--- config.mk ---
export PLATFORM = sky130hd
export DESIGN_NAME = bc_imem_loader_flat
export DESIGN_NICKNAME = d
export VERILOG_FILES = /design/src/rtl/bc_pkg.sv /design/src/rtl/bc_imem_loader_if.sv /design/src/rtl/bc_byte_packer.sv /design/src/rtl/bc_imem_loader.sv /design/src/flat_wrapper.sv
export SDC_FILE = /design/constraint.sdc
export NUM_CORES = 1
export LEC_CHECK = 0
export ABC_AREA = 1
export CORE_AREA = 2 2 130 132
export DETAILED_ROUTE_END_ITERATION = 8
export DIE_AREA = 0 0 132 134
export HOLD_SLACK_MARGIN = 0.08
export PLACE_DENSITY = 0.71
export SETUP_SLACK_MARGIN = 0.3
export SYNTH_ARGS = -nofsm -noshare
export SYNTH_HDL_FRONTEND = slang
export SYNTH_SLANG_ARGS = --single-unit
--- constraint.sdc ---
create_clock -name i_clk -period 2.02 [get_ports i_clk]
set_input_delay 0.404 -clock i_clk [delete_from_list [all_inputs] [get_ports i_clk]]
set_output_delay 0.404 -clock i_clk [all_outputs]
set_load 0.05 [all_outputs]
--- src/rtl/bc_pkg.sv ---
// rtl/bc_pkg.sv - shared types and constants for the instruction-memory loader
package bc_pkg;

  typedef enum logic [2:0] {
    IDLE,
    LEN,
    DATA,
    WRITE,
    FINISH,
    DONE
  } loader_state_t;

  localparam int BYTES_PER_WORD = 4;

endpackage

--- src/rtl/bc_imem_loader_if.sv ---
// rtl/bc_imem_loader_if.sv - byte stream, memory write and core-control bundle
interface bc_imem_loader_if #(
  parameter int ADDR_WIDTH = 32,
  parameter int DATA_WIDTH = 32
);

  logic                  i_start;
  logic                  i_byte_valid;
  logic [7:0]            i_byte;
  logic                  o_byte_ready;
  logic                  o_wen;
  logic                  o_wdata_valid;
  logic [ADDR_WIDTH-1:0] o_waddr;
  logic [DATA_WIDTH-1:0] o_wdata;
  logic                  o_core_hold;
  logic                  o_prst;
  logic [ADDR_WIDTH-1:0] o_new_pc;
  logic                  o_done;
  logic                  o_overflow;

  modport master (
    input  i_start, i_byte_valid, i_byte,
    output o_byte_ready, o_wen, o_wdata_valid, o_waddr, o_wdata,
    output o_core_hold, o_prst, o_new_pc, o_done, o_overflow
  );

  modport slave (
    output i_start, i_byte_valid, i_byte,
    input  o_byte_ready, o_wen, o_wdata_valid, o_waddr, o_wdata,
    input  o_core_hold, o_prst, o_new_pc, o_done, o_overflow
  );

endinterface

--- src/rtl/bc_byte_packer.sv ---
// rtl/bc_byte_packer.sv - assembles four little-endian bytes into a word
import bc_pkg::*;

module bc_byte_packer (
  input  logic        i_clk,
  input  logic        i_rst,
  input  logic        i_clear,
  input  logic        i_accept,
  input  logic [7:0]  i_byte,
  output logic [31:0] o_word,
  output logic        o_word_ready
);

  localparam int CW = $clog2(BYTES_PER_WORD);

  logic [CW-1:0] cnt_q, cnt_d;
  logic [31:0]   word_q, word_d;

  // Bytes enter at the top and shift down, so byte 0 ends in bits [7:0].
  assign o_word       = {i_byte, word_q[31:8]};
  assign o_word_ready = i_accept && !i_clear && (cnt_q == CW'(BYTES_PER_WORD - 1));

  always_comb begin
    cnt_d  = cnt_q;
    word_d = word_q;
    if (i_clear) begin
      cnt_d  = '0;
      word_d = '0;
    end else if (i_accept) begin
      cnt_d  = cnt_q + 1'b1;
      word_d = o_word;
    end
  end

  always_ff @(posedge i_clk) begin
    if (i_rst) begin
      cnt_q  <= '0;
      word_q <= '0;
    end else begin
      cnt_q  <= cnt_d;
      word_q <= word_d;
    end
  end

endmodule

--- src/rtl/bc_imem_loader.sv ---
// rtl/bc_imem_loader.sv - streams a length-prefixed image into instruction memory
import bc_pkg::*;

module bc_imem_loader #(
  parameter int DATA_WIDTH = 32,
  parameter int ADDR_WIDTH = 32,
  parameter int WORD_NUM   = 1024,
  parameter int BASE_ADDR  = 0
) (
  input  logic            i_clk,
  input  logic            i_rst,
  bc_imem_loader_if.master bus
);

  localparam logic [31:0] CAP = 32'(WORD_NUM - BASE_ADDR);

  loader_state_t         state_q, state_d;
  logic [31:0]           n_q, n_d;
  logic [31:0]           idx_q, idx_d;
  logic                  ovf_q, ovf_d;
  logic                  wen_q, wen_d;
  logic [ADDR_WIDTH-1:0] waddr_q, waddr_d;
  logic [DATA_WIDTH-1:0] wdata_q, wdata_d;

  logic        byte_ready;
  logic        accept;
  logic        start_load;
  logic [31:0] word;
  logic        word_ready;

  assign byte_ready = (state_q == LEN) || (state_q == DATA);
  assign accept     = bus.i_byte_valid && byte_ready;

  bc_byte_packer u_packer (
    .i_clk        (i_clk),
    .i_rst        (i_rst),
    .i_clear      (start_load),
    .i_accept     (accept),
    .i_byte       (bus.i_byte),
    .o_word       (word),
    .o_word_ready (word_ready)
  );

  always_comb begin
    state_d    = state_q;
    n_d        = n_q;
    idx_d      = idx_q;
    ovf_d      = ovf_q;
    wen_d      = 1'b0;
    waddr_d    = '0;
    wdata_d    = '0;
    start_load = 1'b0;
    case (state_q)
      IDLE, DONE: begin
        if (bus.i_start) begin
          start_load = 1'b1;
          state_d    = LEN;
          ovf_d      = 1'b0;
          idx_d      = '0;
        end
      end
      LEN: begin
        if (word_ready) begin
          n_d = word;
          if (word == 32'd0) begin
            state_d = FINISH;
          end else begin
            ovf_d   = (word > CAP);
            state_d = DATA;
          end
        end
      end
      DATA: begin
        if (word_ready) begin
          state_d = WRITE;
          // Words past capacity are still consumed, just never written.
          if (idx_q < CAP) begin
            wen_d   = 1'b1;
            waddr_d = ADDR_WIDTH'(BASE_ADDR) + ADDR_WIDTH'(idx_q);
            wdata_d = DATA_WIDTH'(word);
          end
        end
      end
      WRITE: begin
        idx_d   = idx_q + 32'd1;
        state_d = (idx_d == n_q) ? FINISH : DATA;
      end
      FINISH:  state_d = DONE;
      default: state_d = IDLE;
    endcase
  end

  always_ff @(posedge i_clk) begin
    if (i_rst) begin
      state_q <= IDLE;
      n_q     <= '0;
      idx_q   <= '0;
      ovf_q   <= 1'b0;
      wen_q   <= 1'b0;
      waddr_q <= '0;
      wdata_q <= '0;
    end else begin
      state_q <= state_d;
      n_q     <= n_d;
      idx_q   <= idx_d;
      ovf_q   <= ovf_d;
      wen_q   <= wen_d;
      waddr_q <= waddr_d;
      wdata_q <= wdata_d;
    end
  end

  assign bus.o_byte_ready  = byte_ready;
  assign bus.o_wen         = wen_q;
  assign bus.o_wdata_valid = wen_q;
  assign bus.o_waddr       = waddr_q;
  assign bus.o_wdata       = wdata_q;
  assign bus.o_core_hold   = (state_q == LEN) || (state_q == DATA) || (state_q == WRITE);
  assign bus.o_prst        = (state_q == FINISH);
  assign bus.o_new_pc      = ADDR_WIDTH'(BASE_ADDR);
  assign bus.o_done        = (state_q == DONE);
  assign bus.o_overflow    = ovf_q;

endmodule
--- src/flat_wrapper.sv ---
// flat-port wrapper written by rule: the top's interface ports become plain ports
module bc_imem_loader_flat 
#(
  parameter int DATA_WIDTH = 32,
  parameter int ADDR_WIDTH = 32,
  parameter int WORD_NUM   = 1024,
  parameter int BASE_ADDR  = 0
)
  (i_clk, i_rst, bus_i_start, bus_i_byte_valid, bus_i_byte, bus_o_byte_ready, bus_o_wen, bus_o_wdata_valid, bus_o_waddr, bus_o_wdata, bus_o_core_hold, bus_o_prst, bus_o_new_pc, bus_o_done, bus_o_overflow);
  bc_imem_loader_if #(.ADDR_WIDTH(ADDR_WIDTH), .DATA_WIDTH(DATA_WIDTH)) bus_i ();
  input  logic i_clk;
  input  logic i_rst;
  input wire logic [$bits(bus_i.i_start)-1:0] bus_i_start;
  input wire logic [$bits(bus_i.i_byte_valid)-1:0] bus_i_byte_valid;
  input wire logic [$bits(bus_i.i_byte)-1:0] bus_i_byte;
  output wire logic [$bits(bus_i.o_byte_ready)-1:0] bus_o_byte_ready;
  output wire logic [$bits(bus_i.o_wen)-1:0] bus_o_wen;
  output wire logic [$bits(bus_i.o_wdata_valid)-1:0] bus_o_wdata_valid;
  output wire logic [$bits(bus_i.o_waddr)-1:0] bus_o_waddr;
  output wire logic [$bits(bus_i.o_wdata)-1:0] bus_o_wdata;
  output wire logic [$bits(bus_i.o_core_hold)-1:0] bus_o_core_hold;
  output wire logic [$bits(bus_i.o_prst)-1:0] bus_o_prst;
  output wire logic [$bits(bus_i.o_new_pc)-1:0] bus_o_new_pc;
  output wire logic [$bits(bus_i.o_done)-1:0] bus_o_done;
  output wire logic [$bits(bus_i.o_overflow)-1:0] bus_o_overflow;
  assign bus_i.i_start = bus_i_start;
  assign bus_i.i_byte_valid = bus_i_byte_valid;
  assign bus_i.i_byte = bus_i_byte;
  assign bus_o_byte_ready = bus_i.o_byte_ready;
  assign bus_o_wen = bus_i.o_wen;
  assign bus_o_wdata_valid = bus_i.o_wdata_valid;
  assign bus_o_waddr = bus_i.o_waddr;
  assign bus_o_wdata = bus_i.o_wdata;
  assign bus_o_core_hold = bus_i.o_core_hold;
  assign bus_o_prst = bus_i.o_prst;
  assign bus_o_new_pc = bus_i.o_new_pc;
  assign bus_o_done = bus_i.o_done;
  assign bus_o_overflow = bus_i.o_overflow;
  bc_imem_loader #(.DATA_WIDTH(DATA_WIDTH), .ADDR_WIDTH(ADDR_WIDTH), .WORD_NUM(WORD_NUM), .BASE_ADDR(BASE_ADDR)) u_core (.i_clk(i_clk), .i_rst(i_rst), .bus(bus_i));
endmodule
After elaboration in Yosys (flattened, before gate mapping)
Cells that the tools add are included.

Add/subtract/negate cells: 2. $lt $le $gt $ge: 2. Equality and inequality tests: 11. Multiplexer cells: 15. Bitwise logic cells: 3. Reduce and logical (&&, ||, !) cells: 18.

Operator list (count): 32-bit case mux with 2 select lines (1); 32-bit by 1-bit adder with 32-bit output, second input constant (1); 32-bit equality test (1); 32-bit by 11-bit greater-than comparator with 1-bit output, second input constant (1); 32-bit logical NOT (1); 32-bit by 11-bit < comparator with 1-bit output, second input constant (1); 32-bit 2-to-1 mux (1); 3-bit 2-to-1 mux (5); 3-bit case mux with 5 select lines (1); 2-bit inequality test, second input constant (4); 3-bit by 2-bit equality test with 1-bit output, second input constant (2); 3-bit equality test, second input constant (2); 1-bit 2-to-1 mux (6); 2-bit AND reduction (2); 4-bit AND reduction (1); 2-bit nonzero test (2); 2-bit OR reduction (2); 4-bit OR reduction (1); 3-bit by 1-bit equality test with 1-bit output, second input constant (1); 1-bit logical AND (3); 3-bit logical NOT (1); 1-bit NOT (3); 3-bit AND reduction (1); 3-bit OR reduction (1); other kinds (5) (6).

Register bits: 167. Bits of input ports: 12. Output and inout port bits: 103. Word-level logic and storage cells: 60.

Logic depth before layout (Yosys ltp)
Depth after elaboration: 8. Depth in mapped cells: 18. Depth with buffers taken out: 18.

By module
Synthesis repeated with hierarchy kept, for this count alone.

Cells, all modules: 1106. Area total of the unflattened synthesis: 7524.7 um^2.

By module, submodules not included: bc_imem_loader (times used 1, cells an instance 931, area each 6357.3 um^2, seq. area each 2662.6 um^2); bc_byte_packer (times used 1, cells an instance 175, area each 1167.4 um^2, seq. area each 520.5 um^2).

Worst setup path after synthesis
Ideal clock, no wire load.

Path type: register -> register. Start: register u_core.idx_q[0]. End: register u_core.state_q[1]. Library setup time: 0.134 ns. Data arrival time: 1.851 ns. Data required time: 1.886 ns. Setup slack: 0.035 ns. Stages on the path, launching flop included: 17. Path buffers: 0. Period minus slack after synthesis: 1.985 ns. Path through: dfxtp_1 > ha_1 > nand2_2 > nor2_4 > nand3_1 > nor2_1 > nand2_1 > nand3_1 > nand2_1 > nor2_1 > nand2_1 > nor2_1 > nand3_1 > nand2_1 > nand2_1 > nand2_1 > a21oi_1.

Cells in the longest elaborated chain, start to end: 4.

Ends and longest elaborated chain: from (decl) (line bc_imem_loader.sv:19) `logic [31:0] idx_q, idx_d;`; from (signal assigned) (line bc_imem_loader.sv:105) `idx_q <= idx_d;`; 32-bit by 1-bit adder with 32-bit output (line bc_imem_loader.sv:85) `idx_d = idx_q + 32'd1;`; 32-bit equality test (line bc_imem_loader.sv:86) `state_d = (idx_d == n_q) ? FINISH : DATA;`; 3-bit 2-to-1 mux (line bc_imem_loader.sv:86); 3-bit case mux with 5 select lines (line bc_imem_loader.sv:53) `case (state_q)`; to (signal assigned) (line bc_imem_loader.sv:103) `state_q <= state_d;`; to (decl) (line bc_imem_loader.sv:17) `loader_state_t state_q, state_d;`.

No other way between the ends. A chain may end at the register's enable or synchronous reset.

Worst setup path in the final report
Start: register u_core.idx_q[1]. End: register u_core.state_q[2].

Same word-level chain as after synthesis.

==> run_results.csv <==
group,metric,value,unit
finish,finalInstanceArea,0.0101,mm^2
clocking,cts.sinks,159,
routing,drt_pre_antenna_iters,5,
timing,tightest_slew,0.548,ns
clocking,holdBufCountCts,0,
logic_synthesis,netlist.area_leader.share,0.439,
place,pre_cts_ws,-0.197,ns
global_routing,grt.overflow.total,0,
routing,ant_nets,0,
finish,ff_latch_area,0.00321,mm^2
finish,nets,1277,
logic_synthesis,yosys_warnings,0,
power_and_ir_drop,power.density,863,mW/mm^2
worst_setup_path,cp.required,2.38,ns
timing,fin_skew,0.0101,ns
timing,setup_violations,2,
clocking,clockBufferDepth,2,
routing,detail_route.wl_per_cell,14.3,um
global_routing,antenna_found_initial,0,
floorplanning,die_w,132,um
floorplanning,io-pin-count,115,
place,hpwl,15100,um
floorplanning,die-area,0.0177,mm^2
power_and_ir_drop,p_leak,4.58,nW
floorplanning,start_util,0.445,
finish,drive_above_1_share,0.206,
floorplanning,core,0.0163,mm^2
worst_hold_path,min_path_cells,2,
worst_setup_path,cpPeakStageDelay,0.37,ns
timing,maxSlewHeadroom,0.635,
timing,fin_ws,-0.260,ns
worst_hold_path,hold_path.class,"reg2reg",
flow_run,drv_cap,0,
floorplanning,die_y,134,um
finish,final_common_cell,"nand2_1",
worst_setup_path,ff2ff_path_depth,17,
worst_setup_path,worstPathArrival,2.64,ns
timing,rsz0062_at_grt,"yes",
timing,hold_ws,0.470,ns
clocking,cts.clk_slew.worst_paths,0.07,ns
global_routing,grt_pass1_wl,34200,um
timing,period_minus_slack,2.28,ns
outcome,violations,"negative setup slack",
logic_synthesis,synth_seq_cells,159,
logic_synthesis,syn_area,0.00725,mm^2
worst_setup_path,crit_fanout,4,
worst_setup_path,crit_type,"reg2reg",
timing,hold_violations,0,
clocking,clkLatencyLatePin,0.43,ns
place,port_buffers,82,
clocking,htree_levels,4,
finish,area_growth,39.4,%
power_and_ir_drop,design_power_total,0.00872,W
routing,route.vias.total,7358,
finish,multi_input_area,0.00368,mm^2
global_routing,grt_pass1_vias,6953,
logic_synthesis,synth_cell_types,37,
global_routing,grt_usage,0.242,
finish,fillCellCount,1423,
place,gp_congestion,0.961,
logic_synthesis,synth-seq-area-share,0.439,
logic_synthesis,avgSynthCellArea,6.92,um^2
worst_setup_path,cp_cell_sequence,"ha_4, nand2_4, nor2_4, nand2_2, nor2_4, buf_6, nand2_1, nand2_2, nand2_2, buf_6, a21oi_2, nand3b_1, nor2_1, nand4_1, nand2_1, nand2_1, a21oi_2",
power_and_ir_drop,max-vdd-ir-drop,803,uV
timing,tns,-0.446,ns
routing,drcViolationCount,0,
routing,drt_wl_total,21300,um
floorplanning,fp-row-count,47,
clocking,cts_tree,"yes",
routing,first_iter_violations,469,
place,placed_area,0.00920,mm^2
finish,final_cell_mix,"270 x nand2_1, 143 x dfxtp_1, 118 x nor2_1",
global_routing,grt_max_degree,50,
worst_setup_path,cp-start-kind,"flip-flop",
logic_synthesis,syn_inst,1047,
worst_setup_path,end_kind,"flip-flop",
timing,max_freq,439,MHz
worst_setup_path,cp_slowest_cell,"dfxtp_4",
clocking,numCtsBuffers,17,
timing,timing.final.crit_share,1.13,
routing,vias_per_cell,4.92,
logic_synthesis,synthTopCellsByArea,"dfxtp_1 44%, nand2_1 15%, nor2_1 7.4%",
finish,diodes,0,
timing,maxSlewViolCount,0,
outcome,status,"finished with violations",
clocking,cts_root_buffer,"clkbuf_16",
logic_synthesis,yosys.area.top_type,"dfxtp_1",
cells in the mapped netlist, drive strengths merged:
cell,count
a21oi,72
dfxtp,159
o21ai,35
or2,1
inv,126
xor2,1
buf,42
ha,2
conb,1
nor2,151
xnor2,1
nor3b,1
nand3b,2
nand4,10
clkbuf,21
a211oi,24
xnor3,1
o22ai,1
and2,1
nor3,3
nand3,91
nand2,291
nor4,10
critical path, delay by kind of cell (launching register included):
kind | cells | cell delay, ns
and+or+nand+nor | 12 | 1.22
DFF | 1 | 0.37
buffers and inverters | 2 | 0.25
AOI/OAI and AO/OA | 2 | 0.20
adders and majority gates | 1 | 0.16
where the power goes:
group	internal (W)	switching [W]
clock	0.00178	0.00144
sequential	0.00331	0.000194
combinational	0.000645	0.00134
total	0.00574	0.00298
per-stage QoR:
| step | std cells | util |
|---|---|---|
| 2_1_floorplan | 1100 | - |
| 3_3_place_gp | 1451 | 0.565 |
| 3_5_place_dp | 1451 | 0.565 |
| 4_1_cts | 1490 | 0.607 |
| 5_1_grt | 1496 | 0.620 |
| 6_report | 1496 | 0.620 |
cells by family (layout without fill, tap and decap cells):
| kind of cell | after synthesis | in the layout | share of synthesized area |
|---|---|---|---|
| and+or+nand+nor | 561 | 561 | 0.335 |
| buffers and inverters | 189 | 365 | 0.116 |
| DFF | 159 | 159 | 0.439 |
| AOI/OAI and AO/OA | 132 | 132 | 0.100 |
| xor gates and xnor gates | 3 | 3 | 0.00552 |
| adders and majority gates | 2 | 2 | 0.00345 |
| other | 1 | 54 | 0.000517 |
state kept, by name, summed over array words and instances, names as in the netlist:
| signal | flops |
|---|---|
| u_core.u_packer.cnt_q | 2 |
| u_core.bus.o_overflow | 1 |
| u_core.bus.o_waddr | 32 |
| u_core.bus.o_wdata_valid | 1 |
| u_core.idx_q | 32 |
| u_core.bus.o_wdata | 32 |
| u_core.u_packer.word_q | 24 |
| u_core.state_q | 3 |
| u_core.n_q | 32 |
repair_timing:
action / 4_1_cts / 5_1_grt
endpoints found under the setup margin: 172 / 127
pin swaps: 19 / 22
setup buffers: 7 / 5
cloned: 0 / 1
resized for setup: 103 / 59
cell type report:
class                           count  share of cell area
Multi-Input combinational cell    752               0.365
Clock buffer                       19              0.0438
Sequential cell                   159               0.317
Inverter                          126              0.0475
Timing Repair Buffer              207               0.185
Tap cell                          220              0.0272
Clock inverter                     13              0.0141
final timing paths:
kind,start,end,slack (ns)
max,u_core.idx_q[1],u_core.state_q[2],-0.26
min reg2reg,u_core.n_q[26],u_core.n_q[26],0.47
max reg2reg,u_core.idx_q[1],u_core.state_q[2],-0.26
min,u_core.n_q[26],u_core.n_q[26],0.47
routing by layer:
layer  track usage  wire length (um)  share of wire
met5             0                 0              0
met1         0.316              9430           0.44
met2         0.401              9900           0.46
met3        0.0450              1430          0.067
met4        0.0930               557          0.026
(Power assumes the default switching activity.)
